`config.mk`:
```
export PLATFORM = sky130hd
export DESIGN_NAME = pwm_demod
export DESIGN_NICKNAME = d
export VERILOG_FILES = /design/src/rtl/pwm_demod.sv
export SDC_FILE = /design/constraint.sdc
export NUM_CORES = 1
export LEC_CHECK = 0
export ABC_AREA = 1
export CAP_MARGIN = 20
export CELL_PAD_IN_SITES_DETAIL_PLACEMENT = 1
export CELL_PAD_IN_SITES_GLOBAL_PLACEMENT = 1
export CORE_MARGIN = 1.5
export CORE_UTILIZATION = 48
export CTS_BUF_LIST = sky130_fd_sc_hd__clkbuf_4 sky130_fd_sc_hd__clkbuf_8
export CTS_CLUSTER_DIAMETER = 50
export DETAILED_ROUTE_END_ITERATION = 10
export GPL_ROUTABILITY_DRIVEN = 0
export PLACE_DENSITY = 0.86
export REMOVE_ABC_BUFFERS = 1
export SYNTH_ARGS = -nofsm -noshare
export SYNTH_HDL_FRONTEND = slang
export SYNTH_SLANG_ARGS = --single-unit
```
`constraint.sdc`:
```
create_clock -name clk -period 3.7 [get_ports clk]
set_clock_uncertainty 0.05 [all_clocks]
set_input_delay 0.555 -clock clk [delete_from_list [all_inputs] [get_ports clk]]
set_output_delay 0.555 -clock clk [all_outputs]
set_load 0.01 [all_outputs]
```
`src/rtl/pwm_demod.sv`:
```
// PWM-to-PCM demodulator: counts high samples over a free-running 2^C_frame_bits frame aligned to the first rise.
// Optional macro PWM_DEMOD_AVG_EN averages each frame with the previous one before output.
module pwm_demod #(
    parameter int C_frame_bits = 12
) (
    input  logic                    clk,
    input  logic                    rst_n,
    input  logic                    pwm_in,
    output logic [C_frame_bits-1:0] pcm,
    output logic                    pcm_valid,
    output logic                    locked,
    output logic                    stuck
);

    localparam int W = C_frame_bits;
    localparam logic [W-1:0] FRAME_LAST = '1;

    typedef enum logic {
        ST_ALIGN,
        ST_MEASURE
    } state_e;

    // Synchronizer and edge-detect flops.
    logic sync1_q;
    logic s_q;
    logic s_d_q;
    logic rise_det;
    logic edge_det;

    state_e       state_q;
    logic [W-1:0] fcnt_q;
    logic [W:0]   hcnt_q;
    logic         edge_seen_q;
    logic [W-1:0] pcm_q;
    logic         pcm_valid_q;
    logic         locked_q;
    logic         stuck_q;

    logic [W:0]   total;
    logic [W-1:0] sat;
    logic [W-1:0] pcm_d;

`ifdef PWM_DEMOD_AVG_EN
    logic [W-1:0] sat_prev_q;
`endif

    // NOTE: sequential state uses non-blocking assignments so every flop samples pre-edge values.
    always_ff @(posedge clk or negedge rst_n) begin
        if (!rst_n) begin
            sync1_q <= 1'b0;
            s_q     <= 1'b0;
            s_d_q   <= 1'b0;
        end else begin
            sync1_q <= pwm_in;
            s_q     <= sync1_q;
            s_d_q   <= s_q;
        end
    end

    assign rise_det = s_q & ~s_d_q;
    assign edge_det = s_q ^ s_d_q;

    // Frame total includes the current sample; a full-high frame saturates to all ones.
    always_comb begin
        total = hcnt_q + (W + 1)'(s_q);
        sat   = total[W] ? '1 : total[W-1:0];
`ifdef PWM_DEMOD_AVG_EN
        pcm_d = W'(({1'b0, sat} + {1'b0, sat_prev_q}) >> 1);
`else
        pcm_d = sat;
`endif
    end

    always_ff @(posedge clk or negedge rst_n) begin
        if (!rst_n) begin
            state_q     <= ST_ALIGN;
            fcnt_q      <= '0;
            hcnt_q      <= '0;
            edge_seen_q <= 1'b0;
            pcm_q       <= '0;
            pcm_valid_q <= 1'b0;
            locked_q    <= 1'b0;
            stuck_q     <= 1'b0;
`ifdef PWM_DEMOD_AVG_EN
            sat_prev_q  <= '0;
`endif
        end else begin
            pcm_valid_q <= 1'b0;
            case (state_q)
                ST_ALIGN: begin
                    fcnt_q      <= '0;
                    hcnt_q      <= '0;
                    edge_seen_q <= 1'b0;
                    // The aligning rise is frame cycle 0 and its high sample is already counted.
                    if (rise_det) begin
                        state_q     <= ST_MEASURE;
                        fcnt_q      <= W'(1);
                        hcnt_q      <= (W + 1)'(1);
                        edge_seen_q <= 1'b1;
                    end
                end
                ST_MEASURE: begin
                    if (fcnt_q == FRAME_LAST) begin
                        pcm_q       <= pcm_d;
                        pcm_valid_q <= 1'b1;
                        locked_q    <= 1'b1;
                        stuck_q     <= ~(edge_seen_q | edge_det);
                        hcnt_q      <= '0;
                        fcnt_q      <= '0;
                        edge_seen_q <= 1'b0;
`ifdef PWM_DEMOD_AVG_EN
                        sat_prev_q  <= sat;
`endif
                    end else begin
                        hcnt_q      <= total;
                        fcnt_q      <= fcnt_q + W'(1);
                        edge_seen_q <= edge_seen_q | edge_det;
                    end
                end
                default: state_q <= ST_ALIGN;
            endcase
        end
    end

    assign pcm       = pcm_q;
    assign pcm_valid = pcm_valid_q;
    assign locked    = locked_q;
    assign stuck     = stuck_q;

endmodule
```
# After elaboration in Yosys (flattened, before gate mapping)
# Index checks and enable logic that the tools add are counted.
# W data, S select, Z words.
[word_totals]
ff_bits = 45
latch_bits = 0
mem_bits_rw = 0
rom_bits = 0
in_bits = 3
out_inout_bits = 15
word_cells = 34
mem_count = 0
[classes]
add_sub_neg = 2
multipliers = 0
div = 0
order_cmp = 0
eq_ne = 1
shifts = 0
mux = 13
bitwise_logic = 6
n_reduce_logical = 1
[ops]
columns = ["op", "count"]
rows = [
  ["$pmux W13 S2", 1],
  ["$mux W12", 2],
  ["$pmux W12 S2", 1],
  ["$add A13 B1 Y13", 1],
  ["$mux W13", 1],
  ["$add A12 B1 Y12 const B", 1],
  ["$eq A12 B12 Y1 const B", 1],
  ["$mux W1", 7],
  ["$not A1 Y1", 3],
  ["$pmux W1 S2", 1],
  ["$reduce_and A2 Y1", 1],
  ["$and A1 B1 Y1", 1],
  ["$or A1 B1 Y1", 1],
  ["$xor A1 B1 Y1", 1],
]

# Logic depth before layout (Yosys ltp)
# Gate-level depths: netlist of the first run.
[logic_depth]
depth_word = 4
depth_mapped = 11
mapped_depth_nobuf = 11

# Worst setup path before layout of the first run
# No wires, ideal clock.
[synth_path]
path_type = "flip-flop to flip-flop"
startpoint = "reg s_q"
endpoint = "reg pcm_q[11] (netlist: pcm[11])"
setup_ns = 0.117
arrival_ns = 1.435
required_time_ns = 3.533
path_slack_ns = 2.099
path_stages_with_launch = 12
path_buffers = 1
period_less_slack_ns = 1.601
path_cell_list = "dfrtp_1 ha_1 ha_1 nand2_1 nor2_2 nand3_1 nand2_1 nand2_1 buf_2 nand2_1 nand2_1 nand2_1"
[synth_between]
elab_chain_cells = 2
[synth_lines]
columns = ["element", "line_no", "text"]
rows = [
  ["start, declared", "25", "logic s_q;"],
  ["start signal, assigned", "55", "s_q <= sync1_q;"],
  ["$add A13 B1 Y13", "65", "total = hcnt_q + (W + 1)'(s_q);"],
  ["$mux W12", "66", "sat = total[W] ? '1 : total[W-1:0];"],
  ["end signal, assigned", "104", "pcm_q <= pcm_d;"],
  ["end, declared", "34", "logic [W-1:0] pcm_q;"],
]
# Every way passes these cells.
# A chain may end at the register's enable or synchronous reset.

# Worst setup path after layout of the first run
[layout_path]
startpoint = "reg fcnt_q[0]"
endpoint = "reg fcnt_q[0]"
[layout_between]
elab_chain_cells = 3
elab_cells_between_ends = 4
cone_classes = "add/sub: 1; eq/ne: 1; mux: 2"
[layout_lines]
columns = ["element", "line_no", "text"]
rows = [
  ["start, declared", "31", "logic [W-1:0] fcnt_q;"],
  ["start signal, assigned", "116", "fcnt_q <= fcnt_q + W'(1);"],
  ["$add A12 B1 Y12 / $eq A12 B12 Y1 (equally long branches)", "116, 103", ""],
  ["$mux W12 (*)", "103", "if (fcnt_q == FRAME_LAST) begin"],
  ["$pmux W12 S2 (*)", "89", "case (state_q)"],
]
# Every way passes the cells marked *; elsewhere a longest branch is shown, timed or not.

==> run summary, run 1 <==
Startpoint Class -> register
DR iter-0 viols -> 51
global-route wire length before repair -> 7000 µm
total gr overflow -> 0
I/O pin total -> 18
die footprint -> 0.00468 mm²
r2r startpoint -> fcnt_q[0]
post-DP HPWL -> 3190 µm
Worst VDD drop -> 391 µV
ratio of final minimum period to clock period -> 54.2%
r2r worst-path depth -> 8
PortBufs -> 17
Nets -> 261
Critical Path AT -> 2.12 ns
final hold violations -> 0
crit-path max FO -> 20
Max Clk Rate -> 499 MHz
Post-CTS Setup Inserts -> 0
max-cap check violation count -> 0
post-synthesis mux area share -> 0%
routed vias -> 1559
Netlist cell types -> 21
synth warn -> 0
RSZ-0062 raised after global routing -> no
final wirelength -> 4300 µm
Synth Area in Simple Gates -> 30.0%
Setup violations, final -> 0
Avg Cell Area, Syn -> 8.77 µm²
Worst setup EP type -> register
static leakage -> 1.23 nW
Synth Area in XOR/XNOR -> 5.55%
Mapped Area -> 0.00205 mm²
WHS -> 0.0622 ns
starting density of the core -> 50.6%
Core Rows -> 23
CTS Buf Count -> 5
final std cells w/o fill -> 305
largest net degree at the start of global routing -> 46
min Tclk post-route -> 2.01 ns
ANT nets after route -> 0
Total GRT Usage -> 21.3%
FF+latch count, synth -> 45
n_diodes -> 0
Post-Synth Adder-Cell Area -> 2.44%
Crit. Startpoint -> fcnt_q[0]
share of cells above drive strength 1 -> 8.63%
Initial DRT Pass Iterations -> 4
normalized max-slew margin -> 52.7%
Post-Syn Instances -> 234
Reg2Reg Setup Slack -> 1.69 ns
TritonCTS Sinks -> 45
Power Density -> 499 mW/mm²
placed cells -> 296
actual slew at the worst max-slew pin -> 0.708 ns
Critical R2R Capture -> fcnt_q[0]
core footprint -> 0.00406 mm²
routed wire length per instance -> 14.1 µm
synth-to-layout area growth -> 14.8%
Hold-fix buffers, CTS -> 0
Worst-path clk slew -> 0.09 ns
Hold Crit Class -> in -> async
initial antenna violation count -> 0
Die X -> 68.4 µm
CTS resizes -> 0
CTS tree -> yes
clk_lat worst skew -> 0.30 ns
outcome -> finished clean
die height -> 68.4 µm
Slew Limit Fails -> 0
worst path required time -> 3.81 ns
CTS root buf -> clkbuf_8
# DRC -> 0
Seq/Total Area, Yosys -> 54.9%
vias in the first global route -> 1585
Setup CP Type -> reg -> reg
Setup TNS -> 0 ns
post-synthesis compound-gate area fraction -> 1.71%
via-per-instance ratio -> 5.11
CTS max path bufs -> 2
CP Capture Point -> fcnt_q[0]
Design Power -> 1.18 mW
largest family of logic cells by synthesized area -> simple AND/OR/NAND/NOR gates
H-tree Lvls -> 2
[metrics by stage]
step / setup WS (ns) / area [µm²] / utilization, %
floorplan: 2.07 / 2010 / -
global placement: 1.81 / 2240 / 55.3
detailed placement: 1.68 / 2240 / 55.3
CTS: 1.66 / 2340 / 57.6
global route: 1.52 / 2360 / 58.1
finish: 1.69 / 2360 / 58.1
[layout make-up]
class,count,area (µm²)
clock buffers,5,68.8
clock inverters,3,25.0
fillers,475,1700
inverters,19,73.8
multi-input cells,165,815
flip-flops and latches,45,1130
well taps,50,62.6
repair buffers,18,185
[sequential cells by signal, indices dropped and copies added (netlist names)]
register     flops
edge_seen_q      1
s_q              1
pcm_valid        1
sync1_q          1
stuck            1
s_d_q            1
fcnt_q          12
locked           1
hcnt_q          13
state_q          1
pcm             12
[layer usage]
metal,part of all wire [%],vias up,global-route usage [%]
li1,-,758,-
met1,42,779,23.6
met2,54,17,37.6
met3,2.2,5,5.43
met4,1.7,0,10.3
met5,0,-,0
[cells in the mapped netlist]
cell      n  area, µm²
nand4_1   4       25.0
nand2_2   2       12.5
buf_6     2       22.5
nor3b_1   1       7.51
nor2_4    2       22.5
dfrtp_1  45       1130
inv_4     1       6.26
xnor2_1   4       35.0
or2_2     2       12.5
xor2_1    9       78.8
a21oi_1   2       10.0
nor2_1   34        128
nor2_2    2       12.5
nand2_1  82        308
nand2_4   2       22.5
buf_2     3       15.0
nor2_8    1       20.0
ha_1      4       50.1
nand3_1   9       45.0
inv_1    18       67.6
o21ai_0   5       25.0
[cells in the final DEF, fill, tap and decap left out, drive strengths merged]
cell type / Yosys / final
a21oi: 2 / 2
buf: 5 / 2
clkbuf: 0 / 5
clkdlybuf4s50: 0 / 16
clkinv: 0 / 1
clkinvlp: 0 / 1
dfrtp: 45 / 45
ha: 4 / 4
inv: 19 / 20
nand2: 86 / 86
nand3: 9 / 9
nand4: 4 / 4
nor2: 39 / 39
nor3b: 1 / 1
o21ai: 5 / 5
or2: 2 / 2
xnor2: 4 / 4
xor2: 9 / 9
[worst min-delay path by stage]
stage	start	endpoint	slack [ns]	depth (start not counted)
4_1_cts	sync1_q	s_q	0.32	0
3_3_place_gp	sync1_q	s_q	0.28	0
2_1_floorplan	rst_n	edge_seen_q	0.21	0
6_report	rst_n	pcm[11]	0.06	1
3_5_place_dp	sync1_q	s_q	0.30	0
5_1_grt	rst_n	pcm[11]	0.07	1
[worst max-delay path: stages, from the launching register on]
cell and delay [ns]:
dfrtp_1 0.38, ha_1 0.22, nand2_2 0.09, nor2_4 0.15, nand2_4 0.08, nor2_4 0.11
nand2_4 0.08, nand2_1 0.54, o21ai_0 0.16
[where the power goes]
group	internal, mW	switching, mW
clock	0.136	0.177
combinational	0.0958	0.136
sequential	0.566	0.0655
total	0.798	0.379
[cells by family after synthesis]
| family | Yosys count |
|---|---|
| xor gates and xnor gates | 13 |
| and+or+nand+nor | 141 |
| adders and majority gates | 4 |
| DFF | 45 |
| AOI/OAI and AO/OA | 7 |
| buffers and inverters | 24 |
Power figures use the tool's default switching activity.
==> inputs of run 2 (changes only) <==
--- a/config.mk
+++ b/config.mk
@@ -10,12 +10,12 @@
 export CELL_PAD_IN_SITES_DETAIL_PLACEMENT = 1
 export CELL_PAD_IN_SITES_GLOBAL_PLACEMENT = 1
 export CORE_MARGIN = 1.5
-export CORE_UTILIZATION = 48
+export CORE_UTILIZATION = 45
 export CTS_BUF_LIST = sky130_fd_sc_hd__clkbuf_4 sky130_fd_sc_hd__clkbuf_8
 export CTS_CLUSTER_DIAMETER = 50
 export DETAILED_ROUTE_END_ITERATION = 10
 export GPL_ROUTABILITY_DRIVEN = 0
-export PLACE_DENSITY = 0.86
+export PLACE_DENSITY = 0.81
 export REMOVE_ABC_BUFFERS = 1
 export SYNTH_ARGS = -nofsm -noshare
 export SYNTH_HDL_FRONTEND = slang
==> constraint.sdc (replaced) <==
create_clock -name clk -period 2.1 [get_ports clk]
set_clock_uncertainty 0.05 [all_clocks]
set_input_delay 0.315 -clock clk [delete_from_list [all_inputs] [get_ports clk]]
set_output_delay 0.315 -clock clk [all_outputs]
set_load 0.01 [all_outputs]
==> run summary, run 2 (synthesis results as in run 1) <==
crit-path max FO -> 16 (was 20)
WHS -> 0.0378 ns (was 0.0622 ns)
n_diodes -> 0 (unchanged)
die footprint -> 0.00497 mm² (was 0.00468 mm²)
PortBufs -> 17 (unchanged)
Critical Path, Cell by Cell -> ha_1, nand2_2, nor2_4, nand2_4, nor2_4, nand2_4, nor2_8, inv_4, nand2_1, nand2_1 (was ha_1, nand2_2, nor2_4, nand2_4, nor2_4, nand2_4, nand2_1, o21ai_0)
CTS Buf Count -> 5 (unchanged)
met2 usage -> 36.0% (was 37.6%)
Nets -> 263 (was 261)
static leakage -> 1.26 nW (was 1.23 nW)
met3 Usage GRT -> 3.90% (was 5.43%)
TritonCTS Sinks -> 45 (unchanged)
CTS root buf -> clkbuf_8 (unchanged)
Setup TNS -> 0 ns (unchanged)
Worst VDD drop -> 534 µV (was 391 µV)
# DRC -> 0 (unchanged)
CTS max path bufs -> 2 (unchanged)
Initial DRT Pass Iterations -> 4 (unchanged)
setup slack after placement -> 0.184 ns (was 1.68 ns)
actual slew at the worst max-slew pin -> 0.569 ns (was 0.708 ns)
CTS tree -> yes (unchanged)
Startpoint Class -> register (unchanged)
Power Density -> 946 mW/mm² (was 499 mW/mm²)
Critical Path AT -> 1.93 ns (was 2.12 ns)
via-per-instance ratio -> 4.91 (was 5.11)
busiest layer in global routing -> met2 (unchanged)
Core Rows -> 24 (was 23)
RSZ-0062 raised after global routing -> no (unchanged)
Critical-path top delay cell -> dfrtp_1 (was nand2_1)
DR iter-0 viols -> 61 (was 51)
max reg flops -> 13 (unchanged)
max-cap check violation count -> 0 (unchanged)
global-route wire length before repair -> 7290 µm (was 7000 µm)
ratio of final minimum period to clock period -> 85.0% (was 54.2%)
crit path buf inv count -> 1 (was 0)
post-DP HPWL -> 2930 µm (was 3190 µm)
I/O pin total -> 18 (unchanged)
routed wire length per instance -> 13.1 µm (was 14.1 µm)
Worst-path clk slew -> 0.08 ns (was 0.09 ns)
Post-CTS Setup Inserts -> 0 (unchanged)
clk_lat worst skew -> 0.30 ns (about the same)
normalized max-slew margin -> 62.1% (was 52.7%)
Worst setup EP type -> register (unchanged)
total gr overflow -> 0 (unchanged)
r2r worst-path depth -> 10 (was 8)
Max Clk Rate -> 560 MHz (was 499 MHz)
most frequent cells in the layout -> nand2_1, dfrtp_1, nor2_1 (unchanged)
commonest non-fill, non-tap cell in the layout -> nand2_1 (unchanged)
PnR worst setup slack -> 0.316 ns (was 1.69 ns)
die height -> 70.5 µm (was 68.4 µm)
Most flops, register -> hcnt_q (unchanged)
Setup violations, final -> 0 (unchanged)
Slew Limit Fails -> 0 (unchanged)
final hold violations -> 0 (unchanged)
routed vias -> 1516 (was 1559)
core footprint -> 0.00438 mm² (was 0.00406 mm²)
worst path required time -> 2.24 ns (was 3.81 ns)
Total GRT Usage -> 18.9% (was 21.3%)
Hold Crit Class -> in -> async (unchanged)
starting density of the core -> 46.8% (was 50.6%)
Critical Path Stages -> 10 (was 8)
min Tclk post-route -> 1.78 ns (was 2.01 ns)
H-tree Lvls -> 2 (unchanged)
outcome -> finished clean (unchanged)
synth-to-layout area growth -> 17.3% (was 14.8%)
initial antenna violation count -> 0 (unchanged)
largest net degree at the start of global routing -> 46 (unchanged)
Crit path max-delay family -> simple AND/OR/NAND/NOR gates (unchanged)
# fillers -> 526 (was 475)
grt met1 use -> 20.3% (was 23.6%)
share of cells above drive strength 1 -> 9.73% (was 8.63%)
Setup CP Type -> reg -> reg (unchanged)
Die X -> 70.5 µm (was 68.4 µm)
ANT nets after route -> 0 (unchanged)
highest cell delay on the worst timing path -> 0.39 ns (was 0.54 ns)
final wirelength -> 4050 µm (was 4300 µm)
vias in the first global route -> 1706 (was 1585)
[run 2: power breakdown]
part           switching (mW)  leakage [nW]  internal, mW  total, mW
registers               0.116         0.586         0.996       1.11
clock network           0.301        0.0687         0.479      0.780
logic                   0.223         0.603         0.162      0.385
[run 2: final timing paths]
check                           slack, ns      start         to
min in group clk                     0.33    sync1_q        s_q
worst max-delay path                 0.32  fcnt_q[0]      stuck
worst max register to register       0.32  fcnt_q[0]      stuck
worst min register to register       0.33    sync1_q        s_q
max in group asynchronous            1.58      rst_n     pcm[0]
worst min-delay path                 0.04      rst_n  hcnt_q[9]
[run 2: through the flow]
| step | utilization, % | std cells | total power [mW] | instance area (µm²) |
|---|---|---|---|---|
| floorplan | - | 229 | 1.41 | 2010 |
| global placement | 51.7 | 301 | 1.49 | 2270 |
| detailed placement | 51.7 | 301 | 1.52 | 2270 |
| CTS | 54.9 | 309 | 2.31 | 2400 |
| global route | 54.9 | 309 | 2.41 | 2410 |
| finish | 54.9 | 309 | 2.28 | 2410 |
[run 2: repair_timing]
item | CTS | global route
setup endpoints to repair | 0 | 10
gates resized for setup | 0 | 1
hold buffers | 0 | 0
[run 2: final cells by class]
cell class                      count  area, µm²  share of cell area [%]
Sequential cell                    45       1130                    46.8
Multi-Input combinational cell    165        817                    33.9
Timing Repair Buffer               20        188                    7.80
Inverter                           19       73.8                    3.07
Clock buffer                        5       68.8                    2.86
Clock inverter                      3       68.8                    2.86
Tap cell                           52       65.1                    2.70
[run 2: metal layers]
metal	wire length, µm	share of wire (%)
met5	0	0
met4	68	1.7
met3	84	2.1
met2	2230	55
met1	1670	41
